## src/rtl/ps2_pkg.sv

```systemverilog
// ps2_pkg: shared PS/2 states, command/response codes and parity helper
package ps2_pkg;

    typedef enum logic [2:0] {IDLE, INHIBIT, REQ, SHIFT, ACK, WAIT_IDLE} state_t;

    localparam logic [7:0] CMD_SET_LED = 8'hED;
    localparam logic [7:0] CMD_ENABLE  = 8'hF4;
    localparam logic [7:0] CMD_RESET   = 8'hFF;
    localparam logic [7:0] RSP_ACK     = 8'hFA;
    localparam logic [7:0] RSP_INIT    = 8'hAA;

    function automatic logic odd_parity(input logic [7:0] d);
        return ~^d;
    endfunction

endpackage

```

## src/rtl/ps2_line_filter.sv

```systemverilog
// ps2_line_filter: synchronizes PS/2 lines, debounces the clock and flags its falling edges
module ps2_line_filter #(
    parameter int FILTER_CYCLES = 8
) (
    input  logic clk,
    input  logic rst,
    input  logic clk_raw,
    input  logic data_raw,
    output logic clk_sync,
    output logic data_sync,
    output logic fall
);
    localparam int CW = $clog2(FILTER_CYCLES + 1);

    logic [1:0]    clk_ff;
    logic [1:0]    data_ff;
    logic [CW-1:0] cnt;
    logic          clk_filt;

    assign clk_sync  = clk_ff[1];
    assign data_sync = data_ff[1];

    // two-stage synchronizers; idle bus lines sit high
    always_ff @(posedge clk or negedge rst) begin
        if (!rst) begin
            clk_ff  <= 2'b11;
            data_ff <= 2'b11;
        end else begin
            clk_ff  <= {clk_ff[0], clk_raw};
            data_ff <= {data_ff[0], data_raw};
        end
    end

    // filtered clock follows only after a run of disagreeing samples; fall marks a 1->0 flip
    always_ff @(posedge clk or negedge rst) begin
        if (!rst) begin
            cnt      <= '0;
            clk_filt <= 1'b1;
            fall     <= 1'b0;
        end else begin
            fall <= 1'b0;
            if (clk_sync == clk_filt) begin
                cnt <= '0;
            end else if (cnt == CW'(FILTER_CYCLES - 1)) begin
                cnt      <= '0;
                clk_filt <= clk_sync;
                fall     <= clk_filt;
            end else begin
                cnt <= cnt + 1'b1;
            end
        end
    end

endmodule

```

## src/rtl/ps2_host_tx.sv

```systemverilog
// ps2_host_tx: sends one host-to-device PS/2 command byte and checks the device ACK
module ps2_host_tx
    import ps2_pkg::*;
#(
    parameter int INHIBIT_CYCLES = 10000,
    parameter int TIMEOUT_CYCLES = 2000000,
    parameter int FILTER_CYCLES  = 8
) (
    input  logic       clk,
    input  logic       rst,
    input  logic [7:0] tx_data,
    input  logic       tx_start,
    output logic       tx_ready,
    output logic       tx_done,
    output logic       tx_err,
    output logic       busy,
    input  logic       ps2_clk_i,
    input  logic       ps2_data_i,
    output logic       ps2_clk_oe,
    output logic       ps2_data_oe
);
    localparam logic [31:0] INH_LAST = 32'(INHIBIT_CYCLES - 1);
    localparam logic [31:0] TMO_LAST = 32'(TIMEOUT_CYCLES - 1);

    state_t      state, state_n;
    logic [8:0]  frame, frame_n;
    logic [3:0]  bit_cnt, bit_cnt_n;
    logic [31:0] cnt, cnt_n;
    logic        err_flag, err_flag_n;
    logic        data_q, data_n;
    logic        done_n, err_n;
    logic        clk_sync, data_sync, fall;

    ps2_line_filter #(.FILTER_CYCLES(FILTER_CYCLES)) u_filter (
        .clk      (clk),
        .rst      (rst),
        .clk_raw  (ps2_clk_i),
        .data_raw (ps2_data_i),
        .clk_sync (clk_sync),
        .data_sync(data_sync),
        .fall     (fall)
    );

    assign tx_ready    = state == IDLE;
    assign busy        = state != IDLE;
    assign ps2_clk_oe  = state == INHIBIT;
    // the start bit is already driven during the final inhibit cycle
    assign ps2_data_oe = data_q | (state == INHIBIT && cnt == INH_LAST);

    // state and datapath registers; reset releases both lines at once
    always_ff @(posedge clk or negedge rst) begin
        if (!rst) begin
            state    <= IDLE;
            frame    <= '0;
            bit_cnt  <= '0;
            cnt      <= '0;
            err_flag <= 1'b0;
            data_q   <= 1'b0;
            tx_done  <= 1'b0;
            tx_err   <= 1'b0;
        end else begin
            state    <= state_n;
            frame    <= frame_n;
            bit_cnt  <= bit_cnt_n;
            cnt      <= cnt_n;
            err_flag <= err_flag_n;
            data_q   <= data_n;
            tx_done  <= done_n;
            tx_err   <= err_n;
        end
    end

    // next state: frame bits shift out on device clock falls, 1s fill in behind for the stop bit
    always_comb begin
        state_n    = state;
        frame_n    = frame;
        bit_cnt_n  = bit_cnt;
        cnt_n      = cnt;
        err_flag_n = err_flag;
        data_n     = data_q;
        done_n     = 1'b0;
        err_n      = 1'b0;
        case (state)
            IDLE: begin
                if (tx_start) begin
                    frame_n    = {odd_parity(tx_data), tx_data};
                    bit_cnt_n  = '0;
                    cnt_n      = '0;
                    err_flag_n = 1'b0;
                    state_n    = INHIBIT;
                end
            end
            INHIBIT: begin
                cnt_n = cnt + 32'd1;
                if (cnt == INH_LAST) begin
                    cnt_n   = '0;
                    data_n  = 1'b1;
                    state_n = REQ;
                end
            end
            REQ, SHIFT, ACK: begin
                cnt_n = cnt + 32'd1;
                if (cnt == TMO_LAST) begin
                    err_n   = 1'b1;
                    data_n  = 1'b0;
                    state_n = IDLE;
                end else if (fall) begin
                    if (state == ACK) begin
                        err_n      = data_sync;
                        err_flag_n = data_sync;
                        state_n    = WAIT_IDLE;
                    end else begin
                        data_n    = ~frame[0];
                        frame_n   = {1'b1, frame[8:1]};
                        bit_cnt_n = bit_cnt + 4'd1;
                        state_n   = (state == SHIFT && bit_cnt == 4'd9) ? ACK : SHIFT;
                    end
                end
            end
            WAIT_IDLE: begin
                if (clk_sync && data_sync) begin
                    done_n  = ~err_flag;
                    state_n = IDLE;
                end
            end
            default: state_n = IDLE;
        endcase
    end

endmodule

```

## config.mk

```make
export PLATFORM = sky130hd
export DESIGN_NAME = ps2_host_tx
export DESIGN_NICKNAME = d
export VERILOG_FILES = /design/src/rtl/ps2_pkg.sv /design/src/rtl/ps2_line_filter.sv /design/src/rtl/ps2_host_tx.sv
export SDC_FILE = /design/constraint.sdc
export NUM_CORES = 1
export LEC_CHECK = 0
export ABC_CLOCK_PERIOD_IN_PS = 2300
export BUFFER_PORTS_ARGS = -buffer_cell sky130_fd_sc_hd__buf_2
export CAP_MARGIN = 40
export CORE_MARGIN = 10
export CORE_UTILIZATION = 25
export DETAILED_ROUTE_END_ITERATION = 6
export PLACE_DENSITY = 0.4
export REMOVE_ABC_BUFFERS = 1
export SYNTH_ARGS = -nofsm -noshare
export SYNTH_HDL_FRONTEND = slang
export SYNTH_SLANG_ARGS = --single-unit
```

## constraint.sdc

```tcl
create_clock -name clk -period 2.3 [get_ports clk]
set_input_delay 0 -clock clk [delete_from_list [all_inputs] [get_ports clk]]
set_output_delay 0 -clock clk [all_outputs]
set_load 0.005 [all_outputs]
```

==> results of run 1 <==
-- sequential cells by signal, summed over array words and instances, names as in the netlist --
name,count
state,3
tx_done,1
tx_err,1
u_filter.data_ff,2
bit_cnt,4
u_filter.cnt,4
cnt,32
u_filter.clk_ff,2
err_flag,1
u_filter.fall,1
frame,9
u_filter.clk_filt,1
data_q,1
-- cell usage in the layout (no fill, tap or decap), types with 2 or more instances in the layout --
cell type      count
dlygate4sd3_1      6
nand3_1           13
xnor2_1           30
nor3b_1            3
o22ai_1            2
inv_1             11
dfstp_2            5
a21o_1             2
nor4_1             5
nor3_1            11
a21oi_1           15
buf_2             18
buf_6              2
nor4b_1            3
clkbuf_8           3
nand3b_1           3
nor2_2             2
dfrtp_1           57
xor2_1             7
or3_1              2
and3_1             2
nand4b_1           2
or4_4              2
and2_1             2
o21ai_0            7
buf_4             47
ha_1               4
bufinv_16          2
nor2_1            64
a31oi_1            2
nor2b_1            3
clkbuf_16         10
nand2_1           24
nand4_1           11
mux2i_1           10
-- worst max path at each step --
stage                   startpoint                endpoint  slack [ps]  depth (start not counted)
2_1_floorplan   cnt[0]$_DFFE_PN0P_  bit_cnt[2]$_DFFE_PN0P_        -600                          7
3_3_place_gp   cnt[15]$_DFFE_PN0P_    state[0]$_DFFE_PN0P_        -160                          6
3_5_place_dp   cnt[15]$_DFFE_PN0P_    state[0]$_DFFE_PN0P_        -160                          6
4_1_cts        cnt[15]$_DFFE_PN0P_      cnt[5]$_DFFE_PN0P_         -50                          8
5_1_grt        cnt[23]$_DFFE_PN0P_    state[0]$_DFFE_PN0P_        -180                          7
6_report       cnt[15]$_DFFE_PN0P_    state[0]$_DFFE_PN0P_         -40                          7
-- layout make-up --
cell class,instances,area (sq um),area share
multi-input cells,252,1610,0.372
well taps,172,215,0.0497
inverters,11,41.3,0.00953
repair buffers,75,571,0.132
flip-flops and latches,62,1560,0.360
clock buffers,13,270,0.0624
clock inverters,3,65.1,0.0150
-- what timing repair did --
item                                   CTS  global route
endpoints found under the hold margin   62             0
hold buffers                             6             0
cloned                                   0             3
setup buffers                            1             2
gates resized for setup                  7            10
pin swaps                                4             1
setup endpoints to repair               39            49
-- logic make-up (layout without fill, tap and decap cells) --
logic type / count (synthesis) / after routing
AO/OA/AOI/OAI: 37 / 37
XOR/XNOR: 37 / 37
adder cells (fa/ha/maj): 4 / 4
buffers and inverters: 23 / 102
flip-flops: 62 / 62
multiplexers: 12 / 12
AND/OR/NAND/NOR: 162 / 162
-- report_power, final --
| part | total (W) | switching (W) | internal [W] |
|---|---|---|---|
| sequential | 0.00141 | 0.000126 | 0.00128 |
| clock | 0.00151 | 0.000473 | 0.00104 |
| combinational | 0.00130 | 0.000696 | 0.000607 |
| total | 0.00422 | 0.00130 | 0.00293 |
-- worst register-to-register path, stage by stage, from the launching register on --
cell and delay, ps:
dfrtp_1 360, or4b_1 520, or4_4 500, nor4_4 150
buf_4 180, o2bb2ai_4 90, nor2_2 120, mux2_4 300
-- per-stage QoR --
step           total power, W  hold slack [ps]  area (sq um)  setup slack, ps  TNS, ps
5_1_grt               0.00449             34.8          4330             -176    -3850
3_3_place_gp          0.00256             56.2          3800             -157    -3150
6_report              0.00422             18.4          4330            -39.4     -591
3_5_place_dp          0.00257             59.1          3800             -161    -3620
2_1_floorplan         0.00212             -296          3150             -600   -18220
4_1_cts               0.00416             12.0          4240            -45.5    -1080
-- per-layer routing --
layer / vias to the layer above / global-route usage / share of wire / wire length, um
met5: - / 0 / 0 / 0
met4: 0 / 0.0375 / 0.017 / 136
met3: 12 / 0.0278 / 0.036 / 289
met2: 35 / 0.143 / 0.48 / 3870
met1: 1279 / 0.110 / 0.47 / 3760
li1: 1305 / - / - / -
==> results.ini, run 1 <==
[sta]
max_slew_margin = 0.684
finalWorstSetupSlack_ps = -39.4
max_freq_ghz = 0.427
finalHoldViolations = 0
rsz0062_at_grt = yes
fin_crit_sh = 1.02
final_max_slew_viol_count = 0
clock_skew_ps = 4.82
worstMarginPinSlew_ps = 468
finalSetupViolations = 29
period_minus_slack_ps = 2340

[placement]
numPortBuffers = 18
hpwl_mm = 5.45
place_inst = 560
gp_congestion = 0.775

[yosys]
yosys-top-cells-count = 66 x nor2_1, 57 x dfrtp_1, 30 x xnor2_1
synth_cell_types = 48
yosysTopAreaCell = dfrtp_1
synth-seq-cells = 62
synth_xor_xnor_area_share = 0.100
synth_simple_gate_area_share = 0.252
synthMuxAreaShare = 0.0379
synthTopCellsByArea = dfrtp_1 44%, xnor2_1 8.1%, nor2_1 7.7%, dfstp_2 4.1%, mux2i_1 3.1%
synth_top_area_share = 0.441
synth_top_flop_cell = dfrtp_1
syn_area_per_cell_sq_um = 9.60
synth-edff-count = 0
synth_warnings = 0
synth-compound-area-share = 0.0735
yosysMostFrequentCell = nor2_1
synthCells = 337
ys_seq_area_frac = 0.482
synthAdderAreaFrac = 0.0155
async_flop_share = 1.00
synth_top_family_by_area = simple AND/OR/NAND/NOR gates
syn_area_sq_um = 3230

[die]
initial_core_util = 0.255
die_w_um = 134
die_h_um = 134
ioPinCount = 19
die_area_sq_um = 17900
rows = 41
core_sq_um = 12700

[clock_tree]
cts_tree = built
clk_latency_ps = 330
numCtsBuffers = 9
clk_pin_slew_ps = 50
clock_path_buffers = 2
htree_levels = 3
cts_sinks = 62
root_buffer = clkbuf_16

[detailed_routing]
routedWlPerCell_um = 13.7
via_per_inst = 4.47
vias = 2631
post-route-drc-count = 0
wirelength_mm = 8.05
antenna_left = 0
drt_iter0_drc = 215
dr.pass1.iters = 4

[status]
violations = setup timing
status = finished, violations left

[setup_path]
crit_slowest_cell = or4b_1
cp_max_fo = 5
rrSetupSlack_ps = -40
path_buf_inv = 1
cpPeakStageDelay_ps = 520
crit_type = reg -> reg
rr_startpoint = cnt[15]$_DFFE_PN0P_
required_ps = 2510
r2r-end = state[0]$_DFFE_PN0P_
crit_family = simple AND/OR/NAND/NOR gates
crit_path_end_kind = register
crit_chain = or4b_1, or4_4, nor4_4, buf_4, o2bb2ai_4, nor2_2, mux2_4
r2r_cells = 7
start_kind = register
arrival_ps = 2550

[cells_and_area]
n_fill_cell = 1307
final_util = 0.342
drive_gt1_frac = 0.260
antenna_cells = 0
stdcell_count = 588
area_delta_synth_final_pct = 34.0
fin_nets = 428

[grt]
grt_pass1_wl_mm = 13.1
gr-total-overflow = 0
grt_max_degree = 35
antenna_found_initial = 0
grtUsageTotal = 0.0902
grt_pass1_vias = 2634

[power_and_ir_drop]
p_per_area_nw_per_um2 = 974
ir_worst_vdd_mv = 0.316
p_leak_nw = 1.83

[min_path]
hold_path_depth = 3
hold_class = in -> reg
hp-start = tx_data[4]
hold_end = frame[4]$_DFFE_PN0P_

[flow_run]
max-cap-violations = 0

No activity file was read; power rests on OpenSTA's default activity.
==> run 2: changes to the inputs <==
--- a/config.mk
+++ b/config.mk
@@ -7,11 +7,9 @@
 export LEC_CHECK = 0
 export ABC_CLOCK_PERIOD_IN_PS = 2300
 export BUFFER_PORTS_ARGS = -buffer_cell sky130_fd_sc_hd__buf_2
-export CAP_MARGIN = 40
 export CORE_MARGIN = 10
 export CORE_UTILIZATION = 25
 export DETAILED_ROUTE_END_ITERATION = 6
-export PLACE_DENSITY = 0.4
 export REMOVE_ABC_BUFFERS = 1
 export SYNTH_ARGS = -nofsm -noshare
 export SYNTH_HDL_FRONTEND = slang
==> results.ini, run 2 (synthesized netlist as in run 1, its figures left out) <==
[placement]
dp_slack_ps = -158  ; was -161 ps
hpwl_mm = 5.21  ; was 5.45 mm
gp_congestion = 0.801  ; was 0.775
numPortBuffers = 18  ; unchanged
post_dp_cell_area_sq_um = 3760  ; was 3800 sq um

[grt]
use_met3 = 0.0308  ; was 0.0278
grtUsageMet2 = 0.140  ; was 0.143
grt_max_degree = 63  ; was 35
met1_usage = 0.102  ; was 0.110
grtUsageTotal = 0.0850  ; was 0.0902
grt_pass1_wl_mm = 12.6  ; was 13.1 mm
grt-busiest-layer = met2  ; unchanged
antenna_found_initial = 0  ; unchanged
grt_pass1_vias = 2669  ; was 2634
gr-total-overflow = 0  ; unchanged

[setup_path]
cpPeakStageDelay_ps = 520  ; about the same
r2r_cells = 7  ; unchanged
worstSetupPathDepth = 7  ; unchanged
arrival_ps = 2670  ; was 2550 ps
required_ps = 2500  ; was 2510 ps
start_kind = register  ; unchanged
r2r-end = state[0]$_DFFE_PN0P_  ; unchanged
rr_startpoint = cnt[15]$_DFFE_PN0P_  ; unchanged
cp_max_fo = 4  ; was 5
crit_type = reg -> reg  ; unchanged
crit_family = simple AND/OR/NAND/NOR gates  ; unchanged
path_buf_inv = 1  ; unchanged
crit_chain = or4b_1, or4_4, nor4_4, buf_4, o2bb2ai_4, nor2_2, mux2_4  ; unchanged
rrSetupSlack_ps = -160  ; was -40 ps
crit_slowest_cell = or4b_1  ; unchanged
crit_path_end_kind = register  ; unchanged

[power_and_ir_drop]
p_switching_w = 0.00122  ; was 0.00130 W
pwr-share-comb = 0.294  ; was 0.309
p_per_area_nw_per_um2 = 970  ; was 974 nW/um^2
seqPwrFrac = 0.346  ; was 0.334
sw_frac_of_total = 0.298  ; was 0.307
power.total_w = 0.00410  ; was 0.00422 W
p_leak_nw = 1.76  ; was 1.83 nW
p_int_w = 0.00288  ; was 0.00293 W
ir_worst_vdd_mv = 0.450  ; was 0.316 mV
clock_power_share = 0.360  ; was 0.357

[cells_and_area]
top_regs = cnt x32, frame x9  ; unchanged
antenna_cells = 0  ; unchanged
largest_register_ffs = 32  ; unchanged
area_delta_synth_final_pct = 30.6  ; was 34.0%
n_fill_cell = 1298  ; was 1307
fin_area_sq_um = 4230  ; was 4330 sq um
largest-register = cnt  ; unchanged
layout_common_cells = 63 x nor2_1, 57 x dfrtp_1, 40 x buf_4  ; was 64 x nor2_1, 57 x dfrtp_1, 47 x buf_4
drive_gt1_frac = 0.243  ; was 0.260
layout_commonest_cell = nor2_1  ; unchanged
fin_nets = 416  ; was 428

[die]
die_h_um = 134  ; unchanged
ioPinCount = 19  ; unchanged
die_w_um = 134  ; unchanged
core_sq_um = 12700  ; unchanged
rows = 41  ; unchanged
die_area_sq_um = 17900  ; unchanged
initial_core_util = 0.255  ; unchanged

[sta]
final_max_slew_viol_count = 0  ; unchanged
worstMarginPinSlew_ps = 788  ; was 468 ps
finalWorstSetupSlack_ps = -163  ; was -39.4 ps
finalSetupViolations = 34  ; was 29
rsz0062_at_grt = yes  ; unchanged
fin_crit_sh = 1.07  ; was 1.02
whs_ps = 7.25  ; was 18.4 ps
finalHoldViolations = 0  ; unchanged
clock_skew_ps = 4.14  ; was 4.82 ps
totalNegativeSetupSlack_ps = -3130  ; was -591 ps
max_freq_ghz = 0.406  ; was 0.427 GHz
max_slew_margin = 0.474  ; was 0.684
period_minus_slack_ps = 2460  ; was 2340 ps

[clock_tree]
clock_path_buffers = 2  ; unchanged
htree_levels = 3  ; unchanged
cts_sinks = 62  ; unchanged
clk_pin_slew_ps = 50  ; about the same
cts_tree = built  ; unchanged
clk_latency_ps = 320  ; was 330 ps
numCtsBuffers = 9  ; unchanged
root_buffer = clkbuf_16  ; unchanged

[min_path]
hold_path_depth = 3  ; unchanged
hold_class = in -> reg  ; unchanged
hold_end = frame[3]$_DFFE_PN0P_  ; was frame[4]$_DFFE_PN0P_
hp-start = tx_data[3]  ; was tx_data[4]

[detailed_routing]
dr.pass1.iters = 5  ; was 4
post-route-drc-count = 0  ; unchanged
antenna_left = 0  ; unchanged
via_per_inst = 4.52  ; was 4.47
vias = 2604  ; was 2631
wirelength_mm = 7.28  ; was 8.05 mm
drt_iter0_drc = 184  ; was 215
routedWlPerCell_um = 12.6  ; was 13.7 um

[status]
status = finished, violations left  ; unchanged
violations = setup timing  ; unchanged

[flow_run]
max-cap-violations = 0  ; unchanged

## run 2: worst max-delay path by stage
stage,startpoint,endpoint,slack (ps)
final,cnt[15]$_DFFE_PN0P_,state[0]$_DFFE_PN0P_,-160
after global routing,cnt[15]$_DFFE_PN0P_,state[0]$_DFFE_PN0P_,-260
after CTS,cnt[15]$_DFFE_PN0P_,cnt[31]$_DFFE_PN0P_,-180
after detailed placement,cnt[5]$_DFFE_PN0P_,cnt[31]$_DFFE_PN0P_,-160
after global placement,cnt[15]$_DFFE_PN0P_,state[0]$_DFFE_PN0P_,-100
after floorplan,cnt[0]$_DFFE_PN0P_,bit_cnt[2]$_DFFE_PN0P_,-600
## run 2: routing by layer
layer,vias up,part of all wire
li1,1290,-
met1,1264,0.45
met2,42,0.50
met3,8,0.037
met4,0,0.0093
met5,-,0
## run 2: per-stage QoR
stage | std cells | util
finish | 576 | 0.333
global route | 576 | 0.333
CTS | 573 | 0.326
detailed placement | 554 | 0.297
global placement | 554 | 0.297
floorplan | 325 | -
## run 2: final cells by class
cell class                      instances  area (sq um)  area share
Multi-Input combinational cell        252          1620       0.383
Sequential cell                        62          1560       0.369
Timing Repair Buffer                   63           458       0.108
Clock buffer                           13           270      0.0640
Tap cell                              172           215      0.0509
Clock inverter                          3          65.1      0.0154
Inverter                               11          41.3     0.00977
## run 2: repair_timing
| item | 4_1_cts | 5_1_grt |
|---|---|---|
| gates resized for setup | 1 | 13 |
| setup buffers | 0 | 3 |
| hold endpoints to repair | 59 | 0 |
| setup endpoints to repair | 37 | 50 |
| hold buffers | 3 | 0 |
| pin swaps | 1 | 4 |
## run 2: power groups by stage
| stage | sequential, W | combinational [W] | clock [W] |
|---|---|---|---|
| 2_1_floorplan | 0.00142 | 0.000699 | 0 |
| 3_3_place_gp | 0.00142 | 0.00108 | 0 |
| 3_5_place_dp | 0.00143 | 0.00111 | 0 |
| 4_1_cts | 0.00141 | 0.00112 | 0.00151 |
| 5_1_grt | 0.00145 | 0.00134 | 0.00157 |
| 6_report | 0.00142 | 0.00121 | 0.00148 |
## run 2: worst min-delay path: cells and delay by family
kind	cells	cell delay, ps
multiplexers	1	60
buffers and inverters	1	90
AO/OA/AOI/OAI	1	130
